$ cat config.mk
export PLATFORM = sky130hd
export DESIGN_NAME = alu_muldiv_ctrl
export DESIGN_NICKNAME = d
export VERILOG_FILES = /design/src/rtl/alu_muldiv_ctrl.sv
export SDC_FILE = /design/constraint.sdc
export NUM_CORES = 1
export LEC_CHECK = 0
export BUFFER_PORTS_ARGS = -buffer_cell sky130_fd_sc_hd__buf_2
export CAP_MARGIN = 20
export CORE_ASPECT_RATIO = 0.5
export CORE_MARGIN = 3
export CORE_UTILIZATION = 35
export DETAILED_ROUTE_END_ITERATION = 10
export GPL_TIMING_DRIVEN = 0
export PLACE_DENSITY = 0.59
export SLEW_MARGIN = 30
export SYNTH_ARGS = -nofsm -noshare
export SYNTH_HDL_FRONTEND = slang
export SYNTH_SLANG_ARGS = --single-unit
$ cat constraint.sdc
create_clock -name i_clk -period 4.6 [get_ports i_clk]
set_input_delay 0.23 -clock i_clk [delete_from_list [all_inputs] [get_ports i_clk]]
set_output_delay 0.23 -clock i_clk [all_outputs]
set_load 0.1 [all_outputs]
$ cat src/rtl/alu_muldiv_ctrl.sv
// ALU control decoder with an iterative multiply/divide engine and HI/LO registers.
// One shift-add or restoring-divide step per cycle, followed by a sign-fix cycle.
//
// state  | meaning
// S_IDLE | waiting for a muldiv op, mthi/mtlo write HI/LO directly
// S_MUL  | shift-add iteration on the 2*WIDTH accumulator
// S_DIV  | restoring divide iteration, one quotient bit per cycle
// S_FIX  | sign correction, HI/LO write, Done pulse
module alu_muldiv_ctrl #(
  parameter int WIDTH = 32
) (
  input  logic             i_clk,
  input  logic             i_rst_n,
  input  logic [1:0]       i_alu_op,
  input  logic [5:0]       i_fn_field,
  input  logic             i_start,
  input  logic [WIDTH-1:0] i_src_a,
  input  logic [WIDTH-1:0] i_src_b,
  output logic [3:0]       o_alu_ctrl,
  output logic [WIDTH-1:0] o_mf_data,
  output logic [WIDTH-1:0] o_hi,
  output logic [WIDTH-1:0] o_lo,
  output logic             o_busy,
  output logic             o_done,
  output logic             o_stall
);

  localparam int CW = $clog2(WIDTH + 1);

  localparam logic [5:0] FN_MULT  = 6'b011000;
  localparam logic [5:0] FN_MULTU = 6'b011001;
  localparam logic [5:0] FN_DIV   = 6'b011010;
  localparam logic [5:0] FN_DIVU  = 6'b011011;
  localparam logic [5:0] FN_MFHI  = 6'b010000;
  localparam logic [5:0] FN_MTHI  = 6'b010001;
  localparam logic [5:0] FN_MFLO  = 6'b010010;
  localparam logic [5:0] FN_MTLO  = 6'b010011;

  typedef enum logic [1:0] {S_IDLE, S_MUL, S_DIV, S_FIX} state_t;

  state_t             r_state;
  state_t             w_next;
  logic [CW-1:0]      r_count;
  logic [2*WIDTH:0]   r_acc;
  logic [WIDTH-1:0]   r_opnd;
  logic               r_is_div;
  logic               r_neg_q;
  logic               r_neg_r;
  logic               r_done;
  logic [WIDTH-1:0]   r_hi;
  logic [WIDTH-1:0]   r_lo;

  logic               w_rtype, w_mult, w_multu, w_div, w_divu;
  logic               w_mfhi, w_mflo, w_mthi, w_mtlo, w_md_any, w_signed;
  logic               w_idle, w_accept_mul, w_accept_div, w_div_zero;
  logic               w_a_neg, w_b_neg;
  logic [WIDTH-1:0]   w_mag_a, w_mag_b;
  logic [WIDTH:0]     w_mul_sum;
  logic [WIDTH:0]     w_div_part;
  logic [WIDTH+1:0]   w_div_diff;
  logic               w_div_ge;
  logic [WIDTH:0]     w_div_upper;
  logic [2*WIDTH-1:0] w_prod, w_prod_fix;
  logic [WIDTH-1:0]   w_quo_fix, w_rem_fix;

  assign w_rtype  = i_alu_op[1];
  assign w_mult   = w_rtype & (i_fn_field == FN_MULT);
  assign w_multu  = w_rtype & (i_fn_field == FN_MULTU);
  assign w_div    = w_rtype & (i_fn_field == FN_DIV);
  assign w_divu   = w_rtype & (i_fn_field == FN_DIVU);
  assign w_mfhi   = w_rtype & (i_fn_field == FN_MFHI);
  assign w_mflo   = w_rtype & (i_fn_field == FN_MFLO);
  assign w_mthi   = w_rtype & (i_fn_field == FN_MTHI);
  assign w_mtlo   = w_rtype & (i_fn_field == FN_MTLO);
  assign w_md_any = w_mult | w_multu | w_div | w_divu | w_mfhi | w_mflo | w_mthi | w_mtlo;
  assign w_signed = w_mult | w_div;

  assign w_idle       = (r_state == S_IDLE);
  assign w_accept_mul = w_idle & i_start & (w_mult | w_multu);
  assign w_accept_div = w_idle & i_start & (w_div | w_divu);
  assign w_div_zero   = (i_src_b == '0);

  assign w_a_neg = w_signed & i_src_a[WIDTH-1];
  assign w_b_neg = w_signed & i_src_b[WIDTH-1];
  assign w_mag_a = w_a_neg ? -i_src_a : i_src_a;
  assign w_mag_b = w_b_neg ? -i_src_b : i_src_b;

  // The top accumulator bit is always 0 between steps, so the add cannot overflow.
  assign w_mul_sum = r_acc[2*WIDTH:WIDTH] + (r_acc[0] ? {1'b0, r_opnd} : '0);

  assign w_div_part  = r_acc[2*WIDTH-1:WIDTH-1];
  assign w_div_diff  = {1'b0, w_div_part} - {2'b00, r_opnd};
  assign w_div_ge    = ~w_div_diff[WIDTH+1];
  assign w_div_upper = w_div_ge ? w_div_diff[WIDTH:0] : w_div_part;

  assign w_prod     = r_acc[2*WIDTH-1:0];
  assign w_prod_fix = r_neg_q ? -w_prod : w_prod;
  assign w_quo_fix  = r_neg_q ? -r_acc[WIDTH-1:0] : r_acc[WIDTH-1:0];
  assign w_rem_fix  = r_neg_r ? -r_acc[2*WIDTH-1:WIDTH] : r_acc[2*WIDTH-1:WIDTH];

  always_ff @(posedge i_clk or negedge i_rst_n) begin
    if (!i_rst_n) r_state <= S_IDLE;
    else          r_state <= w_next;
  end

  always_comb begin
    w_next = r_state;
    case (r_state)
      S_IDLE: begin
        if (w_accept_mul)      w_next = S_MUL;
        else if (w_accept_div) w_next = w_div_zero ? S_FIX : S_DIV;
      end
      S_MUL, S_DIV: if (r_count == CW'(1)) w_next = S_FIX;
      S_FIX:        w_next = S_IDLE;
      default:      w_next = S_IDLE;
    endcase
  end

  always_ff @(posedge i_clk or negedge i_rst_n) begin
    if (!i_rst_n) begin
      r_count  <= '0;
      r_acc    <= '0;
      r_opnd   <= '0;
      r_is_div <= 1'b0;
      r_neg_q  <= 1'b0;
      r_neg_r  <= 1'b0;
      r_done   <= 1'b0;
      r_hi     <= '0;
      r_lo     <= '0;
    end else begin
      r_done <= 1'b0;
      case (r_state)
        S_IDLE: begin
          if (w_accept_mul) begin
            r_opnd   <= w_mag_a;
            r_acc    <= {{(WIDTH+1){1'b0}}, w_mag_b};
            r_count  <= CW'(WIDTH);
            r_is_div <= 1'b0;
            r_neg_q  <= w_a_neg ^ w_b_neg;
            r_neg_r  <= 1'b0;
          end else if (w_accept_div) begin
            r_count  <= CW'(WIDTH);
            r_is_div <= 1'b1;
            if (w_div_zero) begin
              // Preload the forced result so FIX writes it unchanged.
              r_acc   <= {1'b0, i_src_a, {WIDTH{1'b1}}};
              r_neg_q <= 1'b0;
              r_neg_r <= 1'b0;
            end else begin
              r_opnd  <= w_mag_b;
              r_acc   <= {{(WIDTH+1){1'b0}}, w_mag_a};
              r_neg_q <= w_a_neg ^ w_b_neg;
              r_neg_r <= w_a_neg;
            end
          end else if (i_start & w_mthi) begin
            r_hi <= i_src_a;
          end else if (i_start & w_mtlo) begin
            r_lo <= i_src_a;
          end
        end
        S_MUL: begin
          r_acc   <= {1'b0, w_mul_sum, r_acc[WIDTH-1:1]};
          r_count <= r_count - CW'(1);
        end
        S_DIV: begin
          r_acc   <= {w_div_upper, r_acc[WIDTH-2:0], w_div_ge};
          r_count <= r_count - CW'(1);
        end
        S_FIX: begin
          if (r_is_div) begin
            r_lo <= w_quo_fix;
            r_hi <= w_rem_fix;
          end else begin
            {r_hi, r_lo} <= w_prod_fix;
          end
          r_done <= 1'b1;
        end
        default: r_done <= 1'b0;
      endcase
    end
  end

  always_comb begin
    o_alu_ctrl = 4'b0000;
    if (i_alu_op[1]) begin
      case (i_fn_field[3:0])
        4'b0000: o_alu_ctrl = 4'b0010;
        4'b0010: o_alu_ctrl = 4'b0110;
        4'b0100: o_alu_ctrl = 4'b0000;
        4'b0101: o_alu_ctrl = 4'b0001;
        4'b1010: o_alu_ctrl = 4'b0111;
        4'b0111: o_alu_ctrl = 4'b1100;
        default: o_alu_ctrl = 4'b0000;
      endcase
    end else if (i_alu_op[0]) begin
      o_alu_ctrl = 4'b0110;
    end else begin
      o_alu_ctrl = 4'b0010;
    end
  end

  always_comb begin
    o_mf_data = '0;
    if (w_mfhi)      o_mf_data = r_hi;
    else if (w_mflo) o_mf_data = r_lo;
  end

  assign o_hi    = r_hi;
  assign o_lo    = r_lo;
  assign o_busy  = ~w_idle;
  assign o_done  = r_done;
  assign o_stall = i_start & o_busy & w_md_any;

endmodule

# Word-level counts from Yosys, hierarchy flattened

Index checks and enable logic that the tools add are counted.

Word-level logic and storage cells: 133
Input bits: 75
Output and inout port bits: 103
Register bits after elaboration: 173

Bitwise logic cells: 29
Add/sub/neg operators: 8
Reductions and logical operators: 15
Eq/ne operators: 24
Mux-type cells: 47

Operators by type and width:

| kind                 | number |
|---|---|
| $mux W32             | 19 |
| $pmux W65 S3         | 1 |
| $mux W65             | 2 |
| $mux W64             | 2 |
| $neg A32 Y32         | 4 |
| $pmux W32 S2         | 2 |
| $neg A64 Y64         | 1 |
| $eq A6 B5 Y1 const B | 8 |
| $sub A33 B32 Y34     | 1 |
| $add A33 B32 Y33     | 1 |
| $mux W33             | 1 |
| $logic_not A32 Y1    | 1 |
| $pmux W4 S5          | 1 |
| $and A1 B1 Y1        | 17 |
| $mux W6              | 2 |
| $pmux W6 S2          | 1 |
| $mux W1              | 10 |
| $or A1 B1 Y1         | 9 |
| $eq A4 B3 Y1 const B | 2 |
| $ne A2 B2 Y1 const B | 4 |
| $reduce_and A2 Y1    | 4 |
| $eq A6 B1 Y1 const B | 1 |
| $mux W2              | 3 |
| $ne A2 B1 Y1 const B | 3 |
| 19 further kinds     | 23 |

# Logic depth before layout (Yosys ltp)

Gate-level depths: netlist (run 1).

Depth after elaboration: 10
Mapped depth: 16
Gate-level depth less buffers: 14

# Worst setup path after synthesis (run 1)

Ideal clock, no wire load.

Path kind: register -> register
Start: reg r_acc[0]
End: reg r_acc[51]
Arrival: 3.209 ns
Required time: 4.469 ns
Path buffers: 2
Stages on the path, launching flop included: 16
Path slack: 1.260 ns
Cells stage by stage: dfrtp_1 -> clkbuf_1 -> inv_1 -> clkbuf_1 -> nor2_1 -> ha_1 -> a21oi_1 -> o21ai_0 -> a221o_1 -> or2_2 -> o21ai_0 -> o21ai_0 -> a31oi_1 -> xnor2_1 -> a221oi_1 -> nor3_1

Cells in the longest elaborated chain, start to end: 3

Ends and longest elaborated chain:

| item                   | line | text |
|---|---|---|
| from (decl)            | 44   | `logic [2*WIDTH:0] r_acc;` |
| from (signal assigned) | 136  | `r_acc <= {{(WIDTH+1){1'b0}}, w_mag_b};` |
| from (signal assigned) | 146  | `r_acc <= {1'b0, i_src_a, {WIDTH{1'b1}}};` |
| from (signal assigned) | 151  | `r_acc <= {{(WIDTH+1){1'b0}}, w_mag_a};` |
| $mux W32               | 89   | `assign w_mul_sum = r_acc[2*WIDTH:WIDTH] + (r_acc[0] ? {1'b0, r_opnd} : '0);` |
| $add A33 B32 Y33       | 89   |  |
| $pmux W65 S3           | 132  | `case (r_state)` |

Every way passes these cells.
A chain may end at the register's enable or synchronous reset.

# Worst setup path after layout (run 1)

Start: reg r_acc[34]
End: reg r_acc[48]

Cells in the longest elaborated chain, start to end: 3
Elaborated cells on any way between the ends: 4
Classes of those cells: 2 x add/sub; 2 x mux

Ends and longest elaborated chain:

| item             | line | text |
|---|---|---|
| $sub A33 B32 Y34 | 92   | `assign w_div_diff = {1'b0, w_div_part} - {2'b00, r_opnd};` |
| $mux W33         | 94   | `assign w_div_upper = w_div_ge ? w_div_diff[WIDTH:0] : w_div_part;` |
| $pmux W65 S3 (*) | 132  |  |

Mark *: on every way between the ends. The rest lies on a longest branch, timed or not.

==> flow_results.org, run 1 <==
** Clocking
- Clock-pin slew was measured on the worst setup and hold paths at 0.08 ns.
- Number of sinks on the clock net :: 173
- TritonCTS built the clock tree.
- The tree is rooted in a sky130_fd_sc_hd__clkbuf_16.
- Number of H-tree branching levels :: 4
- At the later pin of the worst-skew pair, clock insertion delay measures 0.47 ns.
- Buffers inserted during clock tree synthesis total 17.
- Clock tree buffer depth :: 2

** Detailed routing
- For this block, the routed nets add up to 74240 µm of wire.
- Per-cell via count in the routed design :: 6.074
- Number of remaining DRC errors :: 0
- Dividing the detail-routed wire length by the instance count gives 25.48 µm.
- Total vias in the final route :: 17690
- Antenna viol nets, final :: 0
- After the first detailed-routing iteration, the DRC count stood at 2437.
- DR pass1 iterations :: 6

** Min path
- Hold-critical path endpoint :: r_neg_r$_DFFE_PN0P_
- The worst hold path passes through 3 cells.
- Startpoint of the worst hold path :: i_start
- Class of the most critical hold timing path :: input pin to register

** Synthesis
- The most common cell in the synthesized netlist is sky130_fd_sc_hd__nand2_1.
- Sorting the synthesized cells by how often they occur yields 268 x sky130_fd_sc_hd__nand2_1, 243 x sky130_fd_sc_hd__nor2_1, 214 x sky130_fd_sc_hd__o21ai_0.
- Synth Area per Inst :: 7.531 µm²
- Top-area cell type share of the netlist area :: 0.2714
- YS warnings :: 0
- In the synthesized netlist the dominant register cell turns out to be sky130_fd_sc_hd__dfrtp_1.
- Post-synthesis async set-or-reset flop share :: 1.000
- Yosys mapped the design onto 73 distinct sky130hd cell types.
- Cell type contributing the most total cell area after synthesis :: sky130_fd_sc_hd__dfrtp_1
- Counting every instance in the synthesized netlist gives 2118.
- Largest cells by area after synthesis :: sky130_fd_sc_hd__dfrtp_1 27%, sky130_fd_sc_hd__o21ai_0 6.7%, sky130_fd_sc_hd__nand2_1 6.3%, sky130_fd_sc_hd__ha_1 5.8%, sky130_fd_sc_hd__nor2_1 5.7%
- When the netlist entered floorplanning its net count stood at 2269.
- The share of the Yosys chip area taken by registers is 0.2714.
- The synthesized netlist occupies a cell area of 15950 µm².
- Number of enable flip-flop cells after synthesis :: 0
- Number of flip-flops and latches in the synthesized netlist :: 173

** Pwr
- Power density normalized to cell area :: 858.9 nW/µm²
- Of the total power, combinational logic draws 0.694.
- IR analysis of the VDD net gives a maximum drop of 0.0005294 V.
- Of the total power, the share spent switching nets is 0.6217.
- LEAKAGE :: 7.908 nW
- Of the total power, registers draw 0.208.
- The share of total power dissipated in the clock network is 0.099.
- Internal Power :: 5.948 mW
- Summed over all nets, the switching power comes to 9.774 mW.

** Job
- Max capacitance violation total :: 0

** Cells and area
- Final standard cell area without fillers :: 18310 µm²
- The layout has 4598 filler cells.
- Area grow syn2layout :: 14.75%
- Footprint of the multi-input gates :: 10880 µm²
- Fraction of layout instances using a drive strength above 1 :: 0.1132
- Final layout net count :: 2462
- Registers take 4329 µm².

** Setup path
- The worst setup path is captured at a register.
- STA puts the critical path data required time at 4.93 ns.
- The endpoint identified for the worst register-to-register timing path is r_acc[48]$_DFFE_PN0P_.
- Critical Path, Cell by Cell :: ha_1 > o21a_1 > o31ai_1 > a211oi_1 > o2111ai_1 > a211oi_2 > or2_2 > clkbuf_1 > clkbuf_2 > mux2i_1 > o21ai_0 > a21oi_1 > nor3_1
- Counting cells, the worst reg-to-reg path comes to 13.
- Worst setup slack for register-to-register paths :: 0.10 ns
- In this design, the stage delay of the slowest critical-path cell is 0.64 ns.
- The largest individual stage delay along the critical path comes from the cell sky130_fd_sc_hd__dfrtp_1.
- Element type at the critical path start :: register
- Arrival @ worst endpoint :: 4.83 ns
- The worst register-to-register path begins at r_acc[34]$_DFFE_PN0P_.
- Critical setup path kind :: register to register
- In this run the worst path has a maximum fanout of 10.

** Place
- Placer Congestion :: 1.012
- Detailed placement finished with a half-perimeter wire length of 59750 µm.
- The placed instances occupy a cell area of 17620 µm².
- I/O Buffers :: 172

** Timing
- Measured against its own limit, the worst slew margin works out to 0.3258.
- Setup repair after global routing left no endpoint under its margin.
- Between clock sinks in the finished design, the worst skew comes to 0.01561 ns.
- Based on the critical path, the design can be clocked at up to 222.5 MHz.
- Final critical-path required period :: 4.495 ns
- In the final timing run, aggregate negative setup slack is 0 ns.
- Period utilization :: 0.9772
- Setup violations remaining at the end of the flow were counted as 0.
- Transition time at the pin with the least slew margin :: 1.002 ns
- Max Transition Viols Final :: 0
- Final Hold Viols :: 0

** Floorplan
- The floorplan step set the die height to 157.0 µm.
- The floorplan step set the die width to 307.9 µm.
- Die footprint :: 48330 µm²
- Row generation in the floorplan step produced 54 rows.
- Core box area :: 44250 µm²
- 178 I/O pins were placed.
- Initial Utilization :: 0.3604

** Run status
- The flow ran to the end, and the final reports show no timing, DRC or antenna violations.

** Global routing
- Via count of the first global-routing pass :: 16130
- Global route overflow :: 0
- The number of antenna violations at the first check in global routing is 2.
- Global-route wire length before repair :: 107500 µm
- Total track usage :: 0.2993
- Entering global routing, the biggest net connects 66 pins.
-- worst max path at each step --
stage               depth (start not counted)  slack (ns)             startpoint                     to
floorplan                                  15        1.26   r_acc[0]$_DFFE_PN0P_  r_acc[51]$_DFFE_PN0P_
CTS                                        15       0.001   r_acc[0]$_DFFE_PN0P_  r_acc[58]$_DFFE_PN0P_
detailed placement                         10       0.003  r_acc[37]$_DFFE_PN0P_  r_acc[51]$_DFFE_PN0P_
finish                                     13        0.10  r_acc[34]$_DFFE_PN0P_  r_acc[48]$_DFFE_PN0P_
global route                               10        0.04  r_acc[37]$_DFFE_PN0P_  r_acc[46]$_DFFE_PN0P_
global placement                           15        0.02   r_acc[0]$_DFFE_PN0P_  r_acc[58]$_DFFE_PN0P_
-- flip-flops by register name (all words and copies together) (netlist names) --
signal and flops:
r_count 6, r_neg_r 1, o_done 1, r_state 2, r_opnd 32, o_lo 32
r_is_div 1, r_acc 65, o_hi 32, r_neg_q 1
-- layer usage --
metal / part of all wire / up-vias / wire, µm / GRT usage
li1: - / 8032 / - / -
met1: 0.45 / 8532 / 33160 / 0.4413
met2: 0.41 / 1009 / 30220 / 0.4347
met3: 0.12 / 118 / 8850 / 0.07140
met4: 0.027 / 2 / 1996 / 0.08033
met5: 0.00016 / - / 12 / 0
-- power groups by stage --
| stage | clock network (mW) | logic [mW] | registers [mW] |
|---|---|---|---|
| global placement | 0 | 10.5 | 3.20 |
| finish | 1.55 | 10.9 | 3.27 |
| floorplan | 0 | 5.72 | 4.71 |
| detailed placement | 0 | 10.5 | 3.21 |
| global route | 1.61 | 11.6 | 3.31 |
| CTS | 1.55 | 10.5 | 3.18 |
-- cell families (layout without fill, tap and decap cells) --
kind of cell	after synthesis	count (layout)	share of synthesized area
flops	173	173	0.2714
xor+xnor	173	173	0.09499
fa+ha+maj	76	76	0.06055
buf+inv	206	412	0.04949
compound gates	672	672	0.2654
mux	71	71	0.04534
simple gates	747	747	0.2128
other cells	0	1	0
-- cell type report --
class / count / area share
well taps: 588 / 0.04019
inverters: 70 / 0.01435
multi-input cells: 1739 / 0.5945
repair buffers: 175 / 0.05113
plain buffers: 135 / 0.02898
clock inverters: 15 / 0.01100
clock buffers: 17 / 0.02324
diodes: 1 / 0.0001367
flip-flops and latches: 173 / 0.2365
-- critical path, delay by kind of cell (launching register included) --
kind,cells,cell delay [ns]
AND/OR/NAND/NOR,2,0.25
multiplexers,1,0.22
adder cells (fa/ha/maj),1,0.46
flip-flops,1,0.64
AO/OA/AOI/OAI,7,2.00
buffers and inverters,2,0.80
-- timing repair --
item                                   in CTS  in global routing
endpoints found under the hold margin      55                  0
resized for setup                           1                 16
setup buffers                               0                  0
hold buffers                                1                  0
setup endpoints to repair                   1                 26
-- cells in the final DEF (no fill, tap or decap), types with 19 or more instances in the layout --
| cell type | netlist | final |
|---|---|---|
| sky130_fd_sc_hd__nand2_1 | 268 | 268 |
| sky130_fd_sc_hd__nor2_1 | 243 | 242 |
| sky130_fd_sc_hd__o21ai_0 | 214 | 214 |
| sky130_fd_sc_hd__buf_2 | 4 | 175 |
| sky130_fd_sc_hd__dfrtp_1 | 173 | 173 |
| sky130_fd_sc_hd__a21oi_1 | 164 | 163 |
| sky130_fd_sc_hd__clkbuf_1 | 115 | 110 |
| sky130_fd_sc_hd__xor2_1 | 89 | 89 |
| sky130_fd_sc_hd__xnor2_1 | 84 | 84 |
| sky130_fd_sc_hd__ha_1 | 74 | 74 |
| sky130_fd_sc_hd__inv_1 | 69 | 69 |
| sky130_fd_sc_hd__mux2i_1 | 61 | 61 |
| sky130_fd_sc_hd__a221oi_1 | 60 | 56 |
| sky130_fd_sc_hd__nor3_1 | 45 | 45 |
| sky130_fd_sc_hd__a21o_1 | 43 | 43 |
| sky130_fd_sc_hd__nand3_1 | 33 | 33 |
| sky130_fd_sc_hd__a211oi_1 | 30 | 29 |
| sky130_fd_sc_hd__o31ai_1 | 29 | 29 |
| sky130_fd_sc_hd__a31oi_1 | 24 | 23 |
| sky130_fd_sc_hd__nand4_1 | 20 | 20 |
| sky130_fd_sc_hd__or4_1 | 19 | 19 |
-- through the flow --
stage	utilization	setup slack [ns]	hold slack (ns)	power, mW	cells
after global routing	0.4136	0.03784	0.1488	16.53	2912
after global placement	0.3965	0.01840	0.4701	13.69	2878
after detailed placement	0.3981	0.003483	0.1822	13.72	2880
final	0.4136	0.1047	0.1319	15.72	2913
after floorplan	-	1.260	-0.06559	10.43	2118
after CTS	0.4126	0.001444	0.1226	15.28	2913
Power figures use the tool's default switching activity.
==> inputs of run 2 (changes only) <==
- GPL_TIMING_DRIVEN: 0 -> 1
- PLACE_DENSITY: 0.59 -> 0.61
==> run 2 against run 1 <==
Count of clock-buffer cells in the layout is the same. Non-clock buffer count fell by 74. Clock power increased by 3%. Global-route usage shrank 1.5 points. Worst setup slack gained 0.27 ns. Worst hold slack worse by 0.029 ns. Flip-flop and latch count stayed put. Largest power group unchanged.
==> flow_results.org, run 2 (synthesis results as in run 1) <==
** Detailed routing
- The number of vias per cell after detailed routing was 6.052 (-0.36%).
- Final wirelength :: 70900 µm (-4.5%)
- The iteration count of the initial detailed-routing pass came to 7 (+1).
- The remaining antenna violation count after routing came to 0 (unchanged).
- Total vias in the final route :: 17180 (-2.9%)
- Number of remaining DRC errors :: 0 (unchanged)
- The initial detailed-routing violation count came to 1975 (-19%).
- The routed wire length per instance came to 24.98 µm (-2.0%).

** Timing
- The minimum clock period after layout was 4.225 ns (-0.2704 ns).
- The post-route worst hold slack was 0.1030 ns (-0.02884 ns).
- Unrepaired setup endpoints after global routing :: false
- The number of endpoints with negative hold slack in the final report is 0 (unchanged).
- Final Setup Violations :: 0 (unchanged)
- Transition time at the pin with the least slew margin :: 0.9418 ns (-0.06032 ns)
- Highest Clock Rate :: 236.7 MHz (+6.4%)
- Worst setup skew after layout :: 0.01874 ns (+0.003125 ns)
- Period utilization :: 0.9185 (-0.05877)
- The total negative slack was 0 ns (unchanged).
- Final worst-path setup slack :: 0.3751 ns (+0.2704 ns)
- Max Transition Viols Final :: 0 (unchanged)
- Worst-case headroom to the max-slew limit :: 0.3698 (+0.04406)

** Setup path
- The setup slack on the worst flop-to-flop path was 0.38 ns (+0.27 ns).
- Critical path peak fanout :: 10 (unchanged)
- FF-to-FF Start :: r_acc[36]$_DFFE_PN0P_
- Number of cells traversed by the worst register-to-register path :: 10 (-3)
- The arrival time of data at the critical path endpoint came to 4.57 ns (-0.26 ns).
- The setup path with the least slack is of type register to register.
- The worst register-to-register path ends at r_acc[59]$_DFFE_PN0P_.
- The required time of the critical path is 4.95 ns (+0.02 ns).
- The critical path starts at r_acc[36]$_DFFE_PN0P_.
- Kind of end point of the critical path :: register
- The worst setup path is launched from a register.

** Floorplan
- The die area came to 48330 µm² (unchanged).
- The floorplan row count came to 54 (unchanged).
- Initial Utilization :: 0.3604 (unchanged)
- Die Y-Extent :: 157.0 µm (unchanged)
- Die X :: 307.9 µm (unchanged)
- Number of primary I/O pins :: 178 (unchanged)
- Core box area :: 44250 µm² (unchanged)

** Cells and area
- The total area of multi-input combinational cells came to 10890 µm² (about the same).
- Final layout net count :: 2388 (-3.0%)
- Fill cell count :: 4550 (-1.0%)
- More flip-flops sit in one register than any other, and that register is r_acc.
- Flip-flop count of the largest register after layout :: 65 (unchanged)
- Most frequent cells in the layout :: 266 x sky130_fd_sc_hd__nand2_1, 239 x sky130_fd_sc_hd__nor2_1, 214 x sky130_fd_sc_hd__o21ai_0
- The sequential cell area came to 4329 µm² (unchanged).
- Number of inserted diodes :: 0 (-1)
- Fraction of layout instances using a drive strength above 1 :: 0.1413 (+0.02817)
- Area grow syn2layout :: 14.13%
- The library cell used most frequently in the layout, excluding fill and tap cells, is sky130_fd_sc_hd__nand2_1.

** Min path
- The worst hold path begins at i_src_a[1].
- The cell count of the worst hold path came to 3 (unchanged).
- The worst hold path terminates at r_acc[33]$_DFFE_PN0P_.
- The worst hold path belongs to the class input pin to register.

** Place
- The quantity of I/O buffers inserted on ports came to 177 (+2.9%).
- Placer Congestion :: 1.021 (+0.93%)
- The HPWL reported at the end of detailed placement came to 53940 µm (-9.7%).
- The worst setup slack after placement came to 0.5820 ns (+0.5785 ns).

** Run status
- The run finished with clean final reports.

** Global routing
- The global-route wire length before repair came to 102400 µm (-4.7%).
- Via count of the first global-routing pass :: 15160 (-6.0%)
- The pin count of the biggest net entering global routing was 107 (+62%).
- The total routing resource utilization after global routing is 0.2842 (-0.01510).
- The total overflow reported by the global router was 0 (unchanged).
- The number of antenna violations at the first check in global routing was 2 (unchanged).

** Pwr
- The power density over cell area was 850.7 nW/µm² (-0.96%).
- Peak supply drop :: 0.0004916 V (-7.1%)
- LEAKAGE :: 8.004 nW (+1.2%)

** Job
- Max capacitance violation total :: 0 (unchanged)

** Clocking
- The number of H-tree levels was 4 (unchanged).
- TritonCTS Buffers :: 17 (unchanged)
- Clock tree from TritonCTS :: built
- The deepest clock path buffer count was 2 (unchanged).
- The post-CTS repair timing setup buffer count was 0 (unchanged).
- The tree is rooted in a sky130_fd_sc_hd__clkbuf_16.
- Reg clk slew, reported paths :: 0.08 ns (about the same)
- The clock latency of the later-clocked register in the worst-skew pair is 0.48 ns (about the same).
- Number of sinks on the clock net :: 173 (unchanged)
run 2: cell count changes in the layout (fill, tap and decap cells not counted), sizes merged:
cell | previous run | this run
clkinvlp | 2 | 0
clkinv | 10 | 9
buf | 193 | 235
clkbuf | 133 | 17
inv | 73 | 76
diode | 1 | 0
run 2: repair_timing:
item                                   in CTS  in global routing
setup endpoints to repair                   0                  0
gates resized for setup                     0                  0
hold buffers                                1                  0
endpoints found under the hold margin     105                  0
run 2: layout make-up:
type	count	area share
tap	588	0.04041
sequential	173	0.2378
inverter	70	0.01443
clock inverter	15	0.01134
clock buffer	17	0.02337
timing repair buffer	236	0.07436
multi-input combinational	1739	0.5983
run 2: power by group:
part	switching [mW]	internal [mW]	total, mW
logic	7.76	3.08	10.8
registers	0.863	2.19	3.06
clock network	0.837	0.752	1.59
total	9.46	6.03	15.5
run 2: per-stage QoR:
step / util / total power, mW / instances / instance area (µm²)
floorplan: - / 10.43 / 2118 / 15950
global placement: 0.3967 / 13.56 / 2805 / 17560
detailed placement: 0.3969 / 13.58 / 2805 / 17560
CTS: 0.4114 / 15.20 / 2838 / 18210
global route: 0.4114 / 16.30 / 2838 / 18210
finish: 0.4114 / 15.49 / 2838 / 18210
run 2: worst max-delay path, cell delays in order (launching register included):
cell	delay, ns
sky130_fd_sc_hd__dfrtp_1	0.56
sky130_fd_sc_hd__ha_1	0.32
sky130_fd_sc_hd__a2111oi_0	0.65
sky130_fd_sc_hd__a211oi_1	0.28
sky130_fd_sc_hd__nor3b_1	0.76
sky130_fd_sc_hd__o2111ai_1	0.39
sky130_fd_sc_hd__a311oi_1	0.47
sky130_fd_sc_hd__xor2_1	0.17
sky130_fd_sc_hd__o21ai_0	0.09
sky130_fd_sc_hd__a221oi_1	0.31
sky130_fd_sc_hd__o31ai_1	0.09
run 2: worst max-delay path by stage:
| stage | slack (ns) | cells after the start | endpoint |
|---|---|---|---|
| floorplan | 1.26 | 15 | r_acc[51]$_DFFE_PN0P_ |
| global placement | 0.63 | 10 | r_acc[59]$_DFFE_PN0P_ |
| detailed placement | 0.58 | 10 | r_acc[59]$_DFFE_PN0P_ |
| CTS | 0.55 | 10 | r_acc[59]$_DFFE_PN0P_ |
| global route | 0.18 | 10 | r_acc[59]$_DFFE_PN0P_ |
| finish | 0.38 | 10 | r_acc[59]$_DFFE_PN0P_ |
run 2: metal layers:
layer	routed length, µm	GRT usage
met5	112	0.01647
met4	2720	0.1023
met3	8414	0.08969
met2	28310	0.4076
met1	31340	0.3981
